`src/rtl/mic3_capture_scheduler.sv`:
```
// PmodMIC3 frame sequencer: drives cs/sck and captures one 16-bit ADC frame, either
// periodically or on request, handing the 12-bit sample out through a valid/ready register.
module mic3_capture_scheduler #(
  parameter int unsigned CLK_DIV       = 4,
  parameter int unsigned SAMPLE_PERIOD = 2500,
  parameter int unsigned QUIET_CYCLES  = 4
) (
  input  logic        clock,
  input  logic        reset_n,
  input  logic        enable,
  input  logic        periodic,
  input  logic        start,
  output logic        cs,
  output logic        sck,
  input  logic        sdo,
  output logic [11:0] sample,
  output logic        sample_valid,
  input  logic        sample_ready,
  output logic        overrun,
  input  logic        overrun_clear,
  output logic        busy
);

  localparam int unsigned DIV_W  = (CLK_DIV > 1) ? $clog2(CLK_DIV) : 1;
  localparam int unsigned PER_W  = (SAMPLE_PERIOD > 1) ? $clog2(SAMPLE_PERIOD) : 1;
  localparam int unsigned QUI_W  = (QUIET_CYCLES > 1) ? $clog2(QUIET_CYCLES) : 1;
  localparam int unsigned HALF_W = 5;

  typedef enum logic [1:0] {
    ST_IDLE  = 2'd0,
    ST_SHIFT = 2'd1,
    ST_DONE  = 2'd2,
    ST_QUIET = 2'd3
  } state_e;

  state_e              state_q, state_d;
  logic [DIV_W-1:0]    div_q, div_d;
  logic [HALF_W-1:0]   half_q, half_d;
  logic [QUI_W-1:0]    quiet_q, quiet_d;
  logic [PER_W-1:0]    per_q, per_d;
  logic [11:0]         shift_q, shift_d;
  logic [11:0]         sample_q, sample_d;
  logic                sample_valid_q, sample_valid_d;
  logic                overrun_q, overrun_d;
  logic                cs_q, cs_d;
  logic                sck_q, sck_d;
  logic                busy_q, busy_d;

  logic tick;
  logic launch;
  logic load;
  logic xfer;

  // Next-state, datapath and registered-output computation
  always_comb begin
    state_d        = state_q;
    div_d          = div_q;
    half_d         = half_q;
    quiet_d        = quiet_q;
    per_d          = '0;
    shift_d        = shift_q;
    load           = 1'b0;

    tick   = enable && periodic && (per_q == '0);
    launch = enable && (periodic ? tick : start);

    if (enable && periodic) begin
      per_d = (per_q == PER_W'(SAMPLE_PERIOD - 1)) ? '0 : per_q + PER_W'(1);
    end

    unique case (state_q)
      ST_IDLE: begin
        if (launch) begin
          state_d = ST_SHIFT;
          div_d   = '0;
          half_d  = '0;
        end
      end
      ST_SHIFT: begin
        // Last low cycle of each sck period, just before the rising edge
        if (div_q == DIV_W'(CLK_DIV - 1) && half_q[0]) begin
          shift_d = {shift_q[10:0], sdo};
        end
        if (div_q == DIV_W'(CLK_DIV - 1)) begin
          div_d = '0;
          if (half_q == HALF_W'(31)) begin
            state_d = ST_DONE;
          end else begin
            half_d = half_q + HALF_W'(1);
          end
        end else begin
          div_d = div_q + DIV_W'(1);
        end
      end
      ST_DONE: begin
        load    = 1'b1;
        state_d = ST_QUIET;
        quiet_d = '0;
      end
      ST_QUIET: begin
        if (quiet_q == QUI_W'(QUIET_CYCLES - 1)) begin
          state_d = ST_IDLE;
        end else begin
          quiet_d = quiet_q + QUI_W'(1);
        end
      end
      default: state_d = ST_IDLE;
    endcase

    xfer           = sample_valid_q && sample_ready;
    sample_d       = load ? shift_q : sample_q;
    sample_valid_d = load || (sample_valid_q && !sample_ready);
    // A simultaneous overrun event beats the clear request
    overrun_d      = (load && sample_valid_q && !xfer) || (overrun_q && !overrun_clear);

    cs_d   = (state_d != ST_SHIFT);
    sck_d  = (state_d == ST_SHIFT) ? ~half_d[0] : 1'b1;
    busy_d = (state_d != ST_IDLE);
  end

  always_ff @(posedge clock or negedge reset_n) begin
    if (!reset_n) begin
      state_q        <= ST_IDLE;
      div_q          <= '0;
      half_q         <= '0;
      quiet_q        <= '0;
      per_q          <= '0;
      shift_q        <= '0;
      sample_q       <= '0;
      sample_valid_q <= 1'b0;
      overrun_q      <= 1'b0;
      cs_q           <= 1'b1;
      sck_q          <= 1'b1;
      busy_q         <= 1'b0;
    end else begin
      state_q        <= state_d;
      div_q          <= div_d;
      half_q         <= half_d;
      quiet_q        <= quiet_d;
      per_q          <= per_d;
      shift_q        <= shift_d;
      sample_q       <= sample_d;
      sample_valid_q <= sample_valid_d;
      overrun_q      <= overrun_d;
      cs_q           <= cs_d;
      sck_q          <= sck_d;
      busy_q         <= busy_d;
    end
  end

  assign cs           = cs_q;
  assign sck          = sck_q;
  assign sample       = sample_q;
  assign sample_valid = sample_valid_q;
  assign overrun      = overrun_q;
  assign busy         = busy_q;

endmodule

```
`config.mk`:
```
export PLATFORM = sky130hd
export DESIGN_NAME = mic3_capture_scheduler
export DESIGN_NICKNAME = d
export VERILOG_FILES = /design/src/rtl/mic3_capture_scheduler.sv
export SDC_FILE = /design/constraint.sdc
export NUM_CORES = 1
export LEC_CHECK = 0
export ABC_AREA = 0
export CAP_MARGIN = 20
export CORE_MARGIN = 3
export CORE_UTILIZATION = 30
export CTS_CLUSTER_DIAMETER = 60
export CTS_CLUSTER_SIZE = 24
export DETAILED_ROUTE_END_ITERATION = 6
export SLEW_MARGIN = 20
export SYNTH_ARGS = -nofsm -noshare
export SYNTH_HDL_FRONTEND = slang
export SYNTH_SLANG_ARGS = --single-unit
```
`constraint.sdc`:
```
create_clock -name clock -period 3.2 [get_ports clock]
set_input_delay 0.32 -clock clock [delete_from_list [all_inputs] [get_ports clock]]
set_output_delay 0.32 -clock clock [all_outputs]
set_load 0.005 [all_outputs]
```
# [Word level (Yosys, flattened, before mapping)]
# Index checks and enable logic that the tools add are counted.
[word_totals] word_cells=73 out_inout_bits=17 reg_bits=52
[op_classes] n_eq_ne=13 n_bitwise=1 mux=19 n_reduce_logical=23 add_sub_neg=4
[op_table] op="$mux 12" count=2
[op_table] op="$mux 5" count=3
[op_table] op="$mux 2" count=7
[op_table] op="$add 12x1->12 const B" count=1
[op_table] op="$eq 12x12->1 const B" count=1
[op_table] op="$logic_not 12->1" count=1
[op_table] op="$pmux 5 s2" count=1
[op_table] op="$logic_and 1x1->1" count=9
[op_table] op="$eq 2x2->1 const B" count=4
[op_table] op="$ne 2x2->1 const B" count=4
[op_table] op="$pmux 2 s2" count=2
[op_table] op="$pmux 2 s4" count=1
[op_table] op="$reduce_and 2->1" count=3
[op_table] op="$reduce_bool 2->1" count=3
[op_table] op="$add 5x1->5 const B" count=1
[op_table] op="$eq 5x5->1 const B" count=1
[op_table] op="$add 2x1->2 const B" count=2
[op_table] op="$eq 2x1->1 const B" count=2
[op_table] op="$reduce_and 4->1" count=1
[op_table] op="$logic_not 1->1" count=3
[op_table] op="$mux 1" count=3
[op_table] op="$logic_not 2->1" count=1
[op_table] op="$logic_or 1x1->1" count=2
[op_table] op="$ne 2x1->1 const B" count=1
[op_table] op="$not 1->1" count=1

# [Logic depth before layout (Yosys ltp)]
# Gate-level depths: netlist of run 1.
[depth] depth_word=8 mapped_depth=7

# [Least setup slack after synthesis of run 1]
# Ideal clock, no wire load.
[synth_timing] path_kind="register to register" start="register half_q[0]" end="register half_q[3]" synth_period_minus_slack_ps=1778 path_buffers=0 slack_ps=1422 t_arrival_ps=1700 path_stages_with_launch=8 cell_sequence="dfrtp_1 -> ha_1 -> and3_1 -> ha_1 -> and4bb_2 -> nand4_1 -> xor2_1 -> a21oi_1"
[synth_between] elab_chain_cells=4 word_cells_on_any_way=7
[synth_rtl] item="from (decl)" line="38" source="logic [HALF_W-1:0] half_q, half_d;"
[synth_rtl] item="from (signal assigned)" line="138" source="half_q <= half_d;"
[synth_rtl] item="$add 5x1->5" line="89" source="half_d = half_q + HALF_W'(1);"
[synth_rtl] item="$mux 5" line="86" source="if (half_q == HALF_W'(31)) begin"
[synth_rtl] item="$mux 5" line="84" source="if (div_q == DIV_W'(CLK_DIV - 1)) begin"
[synth_rtl] item="$pmux 5 s2" line="71" source="unique case (state_q)"
# Several ways; a longest one is shown, not always the timed one. The select of a mux whose other input is x is not followed.
# A chain may end at the register's enable or synchronous reset.

# [Worst setup path in the final report of run 1]
# Same ends and word-level chain as after synthesis.

==> flow_results.xml, run 1 <==
<?xml version="1.0" encoding="UTF-8"?>
<metrics>
  <group name="drt">
    <metric name="route.final.wire_length" unit="um">3800</metric>
    <metric name="post_drt_via_cell_ratio" unit="">4.579</metric>
    <metric name="route.vias.total" unit="">1470</metric>
    <metric name="firstDrtPassIters" unit="">4</metric>
    <metric name="remaining_routing_drc_violations" unit="">0</metric>
    <metric name="detail_route.wl_per_cell" unit="um">11.84</metric>
    <metric name="first_iter_violations" unit="">58</metric>
    <metric name="antenna_violating_nets_post_route" unit="">0</metric>
  </group>
  <group name="sta">
    <metric name="setup_viol" unit="">0</metric>
    <metric name="max_freq" unit="GHz">0.5257</metric>
    <metric name="tightestPinTransition" unit="ns">0.7961</metric>
    <metric name="timing.clock.skew" unit="ns">0.006096</metric>
    <metric name="report.final.slew_viol_count" unit="">0</metric>
    <metric name="final_sum_of_negative_setup_slack" unit="ns">0</metric>
    <metric name="hold_viol_final" unit="">0</metric>
    <metric name="timing.max_slew.rel_slack" unit="">0.4657</metric>
    <metric name="hold_slack" unit="ns">0.08839</metric>
    <metric name="min_period" unit="ns">1.902</metric>
    <metric name="grt_setup_unrepaired" unit="">no</metric>
    <metric name="fin_crit_sh" unit="">0.5945</metric>
  </group>
  <group name="pwr">
    <metric name="seq_power_share" unit="">0.451</metric>
    <metric name="powerDensity" unit="nW/um^2">744.5</metric>
    <metric name="p_sw" unit="uW">556.3</metric>
    <metric name="max-vdd-ir-drop" unit="mV">0.2684</metric>
    <metric name="p_comb_frac" unit="">0.264</metric>
    <metric name="cellInternalPower" unit="uW">1537</metric>
    <metric name="totalPowerFinal" unit="uW">2093</metric>
    <metric name="standby_leakage_power" unit="uW">0.001276</metric>
    <metric name="swShare" unit="">0.2658</metric>
    <metric name="clock_power_share" unit="">0.285</metric>
  </group>
  <group name="floorplan">
    <metric name="ios" unit="">25</metric>
    <metric name="initial_utilization" unit="">0.3138</metric>
    <metric name="die_area" unit="um^2">8797</metric>
    <metric name="total_number_of_placement_rows" unit="">31</metric>
    <metric name="floorplan.die.height" unit="um">93.79</metric>
    <metric name="dieWidth" unit="um">93.79</metric>
    <metric name="core" unit="um^2">7370</metric>
  </group>
  <group name="logic_synthesis">
    <metric name="synth_flop_cell" unit="">dfrtp_1</metric>
    <metric name="synth_xor_xnor_area_share" unit="">0.04545</metric>
    <metric name="synth_compound_area_frac" unit="">0.06331</metric>
    <metric name="synth_edf_count" unit="">0</metric>
    <metric name="synthCells" unit="">194</metric>
    <metric name="yosysTopAreaCell" unit="">dfrtp_1</metric>
    <metric name="nets_in_the_synthesized_netlist" unit="">208</metric>
    <metric name="netlist.area_leader.share" unit="">0.5411</metric>
    <metric name="ys_types" unit="">37</metric>
    <metric name="syn-cell-area" unit="um^2">2312</metric>
    <metric name="leading_post_synthesis_cells_by_instance_count" unit="">50 x dfrtp_1, 24 x mux2_2, 15 x nor2_1</metric>
    <metric name="synth_area_per_cell" unit="um^2">11.92</metric>
    <metric name="synth.area.top_cells" unit="">dfrtp_1 54%, mux2_2 12%, xor2_1 3.8%, ha_1 3.2%, nor2_1 2.4%</metric>
    <metric name="synth-simple-area-share" unit="">0.1407</metric>
    <metric name="synth_top_family_by_area" unit="">simple AND/OR/NAND/NOR gates</metric>
    <metric name="sequential_share_of_the_synthesized_area" unit="">0.5639</metric>
    <metric name="synth_warnings" unit="">0</metric>
    <metric name="synth-adder-area-share" unit="">0.03247</metric>
    <metric name="synth_seq_cells" unit="">52</metric>
    <metric name="synth_async_sr_flop_share" unit="">1.000</metric>
    <metric name="post-synth-top-count-cell" unit="">dfrtp_1</metric>
    <metric name="post_synth_mux_area_share" unit="">0.1299</metric>
  </group>
  <group name="placed_design">
    <metric name="hpwl" unit="um">2728</metric>
    <metric name="globalplace.congestion" unit="">0.7778</metric>
    <metric name="placed_cells" unit="">313</metric>
    <metric name="numPortBuffers" unit="">24</metric>
  </group>
  <group name="cts">
    <metric name="worst_skew_late_latency" unit="ns">0.30</metric>
    <metric name="cts_tree" unit="">yes</metric>
    <metric name="cts_post_setup_buffers_inserted" unit="">0</metric>
    <metric name="cts.sink_count" unit="">52</metric>
    <metric name="cts_root_buffer" unit="">clkbuf_8</metric>
    <metric name="post_cts_hold_buffer_count" unit="">0</metric>
    <metric name="htree_levels" unit="">2</metric>
    <metric name="max-clock-path-buffers" unit="">2</metric>
    <metric name="clk_pin_slew_worst_paths" unit="ns">0.09</metric>
    <metric name="cts_resized" unit="">0</metric>
    <metric name="cts-buffers-inserted" unit="">5</metric>
  </group>
  <group name="worst_hold_path">
    <metric name="worstHoldPathType" unit="">primary input to async pin</metric>
  </group>
  <group name="final_layout">
    <metric name="post_layout_nonfiller_instances" unit="">321</metric>
    <metric name="antenna_cells" unit="">0</metric>
    <metric name="syn2layout_area_growth" unit="%">21.59</metric>
    <metric name="finish.net_count" unit="">235</metric>
    <metric name="drive_above_1_share" unit="">0.1802</metric>
  </group>
  <group name="setup_path">
    <metric name="worstPathMaxFanout" unit="">6</metric>
    <metric name="worst-setup-path-type" unit="">flip-flop to flip-flop</metric>
    <metric name="arrival" unit="ns">2.13</metric>
    <metric name="critical_path_required" unit="ns">3.43</metric>
    <metric name="critPathLaunchType" unit="">flip-flop</metric>
    <metric name="end_kind" unit="">flip-flop</metric>
  </group>
  <group name="global_routing">
    <metric name="first_global_vias" unit="">1446</metric>
    <metric name="grt.total_usage" unit="">0.09454</metric>
    <metric name="grt_antenna_before_repair" unit="">0</metric>
    <metric name="grt_pass1_wl" unit="um">6630</metric>
    <metric name="grt-ovfl-total" unit="">0</metric>
    <metric name="pin_count_of_the_biggest_net_entering_global_routing" unit="">35</metric>
  </group>
  <group name="job">
    <metric name="maxCapViolations" unit="">0</metric>
  </group>
  <group name="outcome">
    <metric name="outcome" unit="">finished, final reports clean</metric>
  </group>
</metrics>
-- path summary, 6_finish.rpt --
path	start	endpoint	cells past startpoint	slack, ns
worst max-delay path	half_q[0]	half_q[3]	7	1.30
worst min-delay path	reset_n	sample[10]	1	0.09
worst max register to register	half_q[0]	half_q[3]	7	1.30
worst min register to register	per_q[0]	per_q[0]	1	0.48
max in group asynchronous	reset_n	sck	2	2.32
min in group clock	per_q[0]	per_q[0]	1	0.48
-- stage by stage --
| stage | utilization | worst slack [ns] | area [um^2] |
|---|---|---|---|
| 5_1_grt | 0.3815 | 1.094 | 2811 |
| 2_1_floorplan | - | 1.422 | 2312 |
| 3_5_place_dp | 0.3599 | 1.294 | 2653 |
| 3_3_place_gp | 0.3599 | 1.352 | 2653 |
| 4_1_cts | 0.3815 | 1.290 | 2811 |
| 6_report | 0.3815 | 1.298 | 2811 |
-- registers in the layout, indices dropped and copies added, names as in the netlist --
register and count:
sample 12, per_q 12, shift_q 12, state_q 2
quiet_q 2, busy 1, sample_valid 1, half_q 5
sck 1, cs 1, div_q 2, overrun 1
-- routing by layer --
metal  routed length (um)  global-route usage  vias to the layer above
met3                  180             0.02404                        2
li1                     -                   -                      733
met2                 1800              0.1508                       25
met5                    0                   0                        -
met4                   38             0.04332                        0
met1                 1781              0.1199                      710
-- logic make-up after synthesis --
logic type      Yosys count
compound gates           23
xor+xnor                 12
fa+ha+maj                 6
buf+inv                  13
flops                    52
mux                      27
simple gates             61
-- layout make-up --
cell class,count,area (um^2)
clock buffer,5,68.82
clock inverter,3,90.09
timing repair buffer,25,242.7
inverter,8,30.03
sequential,52,1304
multi-input combinational,129,952.2
fill,729,4558
tap,99,123.9
-- cell usage in the layout (no fill, tap or decap), drive strengths merged, types with 3 or more instances in the layout --
master         count
inv                8
bufinv             3
mux2              24
nand2             12
nand2b             4
dfrtp             50
nand3              9
nor2              15
nand4              4
mux2i              3
xor2              10
a31oi              3
a21oi              5
clkdlybuf4s50     23
ha                 6
o22ai              3
clkbuf             5
and2               4
o21ai              7
-- worst max-delay path: stages, from the launching register on --
cell and delay, ns:
dfrtp_1 0.46, ha_1 0.24, and3_1 0.18, ha_1 0.21, and4bb_2 0.36, nand4_1 0.13, xor2_1 0.16, a21oi_1 0.10
-- power groups by stage --
stage	logic [uW]	clock network (uW)	registers, uW
4_1_cts	564	622	947
3_3_place_gp	550	0	956
5_1_grt	628	654	973
6_report	552	597	944
2_1_floorplan	387	0	928
3_5_place_dp	562	0	960
No activity file was read; power rests on OpenSTA's default activity.
==> run 2: changes to the inputs <==
Clock period 3.2 ns to 1.6 ns, I/O delays scaled along.
==> run 2 against run 1 <==
Utilization up 2.8 points. The flow now finishes with violations (setup timing). Maximum frequency increased by 15%. Register-to-register slack lost 1.4 ns. Via count rose by 7.2%. Clock skew increased by 0.0013 ns. Sequential share of layout area is 3.1 points lower. Final area is 7.2% higher. Largest power group unchanged. Final cell count grew 6.5%. Worst setup slack worse by 1.4 ns. Combinational power increased by 150%.
==> flow_results.xml, run 2 (same netlist as run 1, synthesis figures left out) <==
<?xml version="1.0" encoding="UTF-8"?>
<metrics>
  <group name="sta">
    <metric name="max_freq" unit="GHz">0.6035</metric>
    <metric name="layout_setup_ws" unit="ns">-0.05695</metric>
    <metric name="min_period" unit="ns">1.657</metric>
    <metric name="report.final.slew_viol_count" unit="">0</metric>
    <metric name="setup_viol" unit="">3</metric>
    <metric name="hold_viol_final" unit="">0</metric>
    <metric name="fin_crit_sh" unit="">1.036</metric>
    <metric name="timing.clock.skew" unit="ns">0.007373</metric>
    <metric name="tightestPinTransition" unit="ns">0.3573</metric>
    <metric name="final_sum_of_negative_setup_slack" unit="ns">-0.07628</metric>
    <metric name="grt_setup_unrepaired" unit="">yes</metric>
    <metric name="timing.max_slew.rel_slack" unit="">0.7609</metric>
  </group>
  <group name="setup_path">
    <metric name="worst-setup-path-type" unit="">flip-flop to flip-flop</metric>
    <metric name="worstPathMaxFanout" unit="">5</metric>
    <metric name="critical_path.n_buffers_inverters" unit="">0</metric>
    <metric name="r2r_end" unit="">half_q[3]</metric>
    <metric name="critPathLaunch" unit="">half_q[0]</metric>
    <metric name="timing.reg2reg.worst_path_depth" unit="">7</metric>
    <metric name="rr_startpoint" unit="">half_q[0]</metric>
    <metric name="critPathMaxStageDelay" unit="ns">0.39</metric>
    <metric name="critical_path_required" unit="ns">1.83</metric>
    <metric name="end_kind" unit="">flip-flop</metric>
    <metric name="critical_path_cell_count" unit="">7</metric>
    <metric name="critical_path.top_delay_family" unit="">simple AND/OR/NAND/NOR gates</metric>
    <metric name="critPathLaunchType" unit="">flip-flop</metric>
    <metric name="path_cells" unit="">ha_2 -&gt; and3_4 -&gt; ha_4 -&gt; and4bb_2 -&gt; nand4_1 -&gt; xor2_1 -&gt; a21oi_1</metric>
    <metric name="timing.reg2reg.setup_slack" unit="ns">-0.06</metric>
    <metric name="crit_path_end" unit="">half_q[3]</metric>
    <metric name="timing.critical_path.slowest_stage_cell" unit="">dfrtp_1</metric>
    <metric name="arrival" unit="ns">1.89</metric>
  </group>
  <group name="global_routing">
    <metric name="grt-ovfl-total" unit="">0</metric>
    <metric name="grt.total_usage" unit="">0.09915</metric>
    <metric name="first_global_vias" unit="">1515</metric>
    <metric name="pin_count_of_the_biggest_net_entering_global_routing" unit="">53</metric>
    <metric name="grt_pass1_wl" unit="um">6975</metric>
    <metric name="grt_util_met2" unit="">0.1538</metric>
    <metric name="grt_util_met3" unit="">0.02644</metric>
    <metric name="global_route.usage.met1" unit="">0.1353</metric>
    <metric name="grt_antenna_before_repair" unit="">0</metric>
    <metric name="grt-busiest-layer" unit="">met2</metric>
  </group>
  <group name="final_layout">
    <metric name="syn2layout_area_growth" unit="%">30.36</metric>
    <metric name="commonest_cells_after_routing_fill_and_taps_aside" unit="">50 x dfrtp_1, 24 x mux2_2, 23 x clkdlybuf4s50_1, 19 x buf_4, 15 x nor2_1</metric>
    <metric name="multiInputGateArea" unit="um^2">996.0</metric>
    <metric name="finish.net_count" unit="">256</metric>
    <metric name="fill_cell_total_of_the_finished_layout" unit="">699</metric>
    <metric name="final_core_util" unit="">0.4090</metric>
    <metric name="antenna_cells" unit="">0</metric>
    <metric name="final_common_cell" unit="">dfrtp_1</metric>
    <metric name="drive_above_1_share" unit="">0.2634</metric>
    <metric name="final-seq-area" unit="um^2">1304</metric>
  </group>
  <group name="drt">
    <metric name="antenna_violating_nets_post_route" unit="">0</metric>
    <metric name="route.vias.total" unit="">1576</metric>
    <metric name="first_iter_violations" unit="">77</metric>
    <metric name="remaining_routing_drc_violations" unit="">0</metric>
    <metric name="route.final.wire_length" unit="um">4051</metric>
    <metric name="post_drt_via_cell_ratio" unit="">4.608</metric>
    <metric name="detail_route.wl_per_cell" unit="um">11.85</metric>
    <metric name="firstDrtPassIters" unit="">4</metric>
  </group>
  <group name="outcome">
    <metric name="outcome" unit="">finished, violations left</metric>
    <metric name="violations_in_the_final_reports" unit="">setup timing</metric>
  </group>
  <group name="cts">
    <metric name="cts_root_buffer" unit="">clkbuf_8</metric>
    <metric name="htree_levels" unit="">2</metric>
    <metric name="cts-buffers-inserted" unit="">5</metric>
    <metric name="worst_skew_late_latency" unit="ns">0.30</metric>
    <metric name="clk_pin_slew_worst_paths" unit="ns">0.09</metric>
    <metric name="cts_tree" unit="">yes</metric>
    <metric name="cts.sink_count" unit="">52</metric>
    <metric name="max-clock-path-buffers" unit="">2</metric>
  </group>
  <group name="pwr">
    <metric name="powerDensity" unit="nW/um^2">1413</metric>
    <metric name="standby_leakage_power" unit="uW">0.001378</metric>
    <metric name="max-vdd-ir-drop" unit="mV">0.4564</metric>
  </group>
  <group name="placed_design">
    <metric name="globalplace.congestion" unit="">0.8178</metric>
    <metric name="numPortBuffers" unit="">24</metric>
    <metric name="hpwl" unit="um">2799</metric>
  </group>
  <group name="floorplan">
    <metric name="dieWidth" unit="um">93.79</metric>
    <metric name="initial_utilization" unit="">0.3138</metric>
    <metric name="core" unit="um^2">7370</metric>
    <metric name="floorplan.die.height" unit="um">93.79</metric>
    <metric name="ios" unit="">25</metric>
    <metric name="die_area" unit="um^2">8797</metric>
    <metric name="total_number_of_placement_rows" unit="">31</metric>
  </group>
  <group name="job">
    <metric name="maxCapViolations" unit="">0</metric>
  </group>
  <group name="worst_hold_path">
    <metric name="worstHoldPathType" unit="">primary input to async pin</metric>
  </group>
</metrics>
run 2: through the flow:
| stage | power [uW] | hold WS [ns] | instances | setup slack (ns) | instance area, um^2 |
|---|---|---|---|---|---|
| CTS | 4290 | 0.3898 | 339 | -0.05942 | 2968 |
| finish | 4259 | 0.3911 | 342 | -0.05695 | 3014 |
| detailed placement | 3214 | 0.1798 | 330 | -0.04652 | 2825 |
| global route | 4573 | 0.4147 | 342 | -0.1628 | 3014 |
| floorplan | 2655 | -0.1356 | 194 | -0.06297 | 2332 |
| global placement | 3177 | 0.1756 | 330 | -0.02211 | 2825 |
run 2: how the worst min path moves through the flow:
stage / slack, ns / end / startpoint / cells after the start
finish: 0.39 / sample[10] / reset_n / 3
global route: 0.41 / sample[11] / reset_n / 3
CTS: 0.39 / sample[5] / reset_n / 3
detailed placement: 0.18 / sample[8] / reset_n / 2
global placement: 0.18 / sample[10] / reset_n / 2
floorplan: -0.14 / busy / reset_n / 0
run 2: worst reg2reg max path, stage by stage (launching register included):
cell and delay, ns:
dfrtp_1 0.39, ha_2 0.19, and3_4 0.15, ha_4 0.15, and4bb_2 0.33, nand4_1 0.12
xor2_1 0.15, a21oi_1 0.11
run 2: repair_timing:
item / in CTS / in global routing
hold buffers: 1 / 0
setup buffers: 0 / 3
pin swaps: 1 / 7
setup endpoints to repair: 3 / 16
hold endpoints to repair: 50 / 0
resized for setup: 0 / 3
run 2: power breakdown:
group / total [uW] / switching, uW / internal (uW)
Clock: 1050 / 422 / 625
Combinational: 1360 / 564 / 797
Sequential: 1850 / 196 / 1660
run 2: cell type report:
cell class | count | area share
Clock buffer | 6 | 0.02408
Clock inverter | 2 | 0.01993
Inverter | 8 | 0.009963
Multi-Input combinational cell | 129 | 0.3304
Sequential cell | 52 | 0.4325
Tap cell | 99 | 0.04110
Timing Repair Buffer | 46 | 0.1420
run 2: metal layers:
metal	vias to the layer above	part of all wire
met5	-	0
met4	0	0.0084
met3	4	0.037
met2	32	0.46
met1	772	0.50
li1	768	-
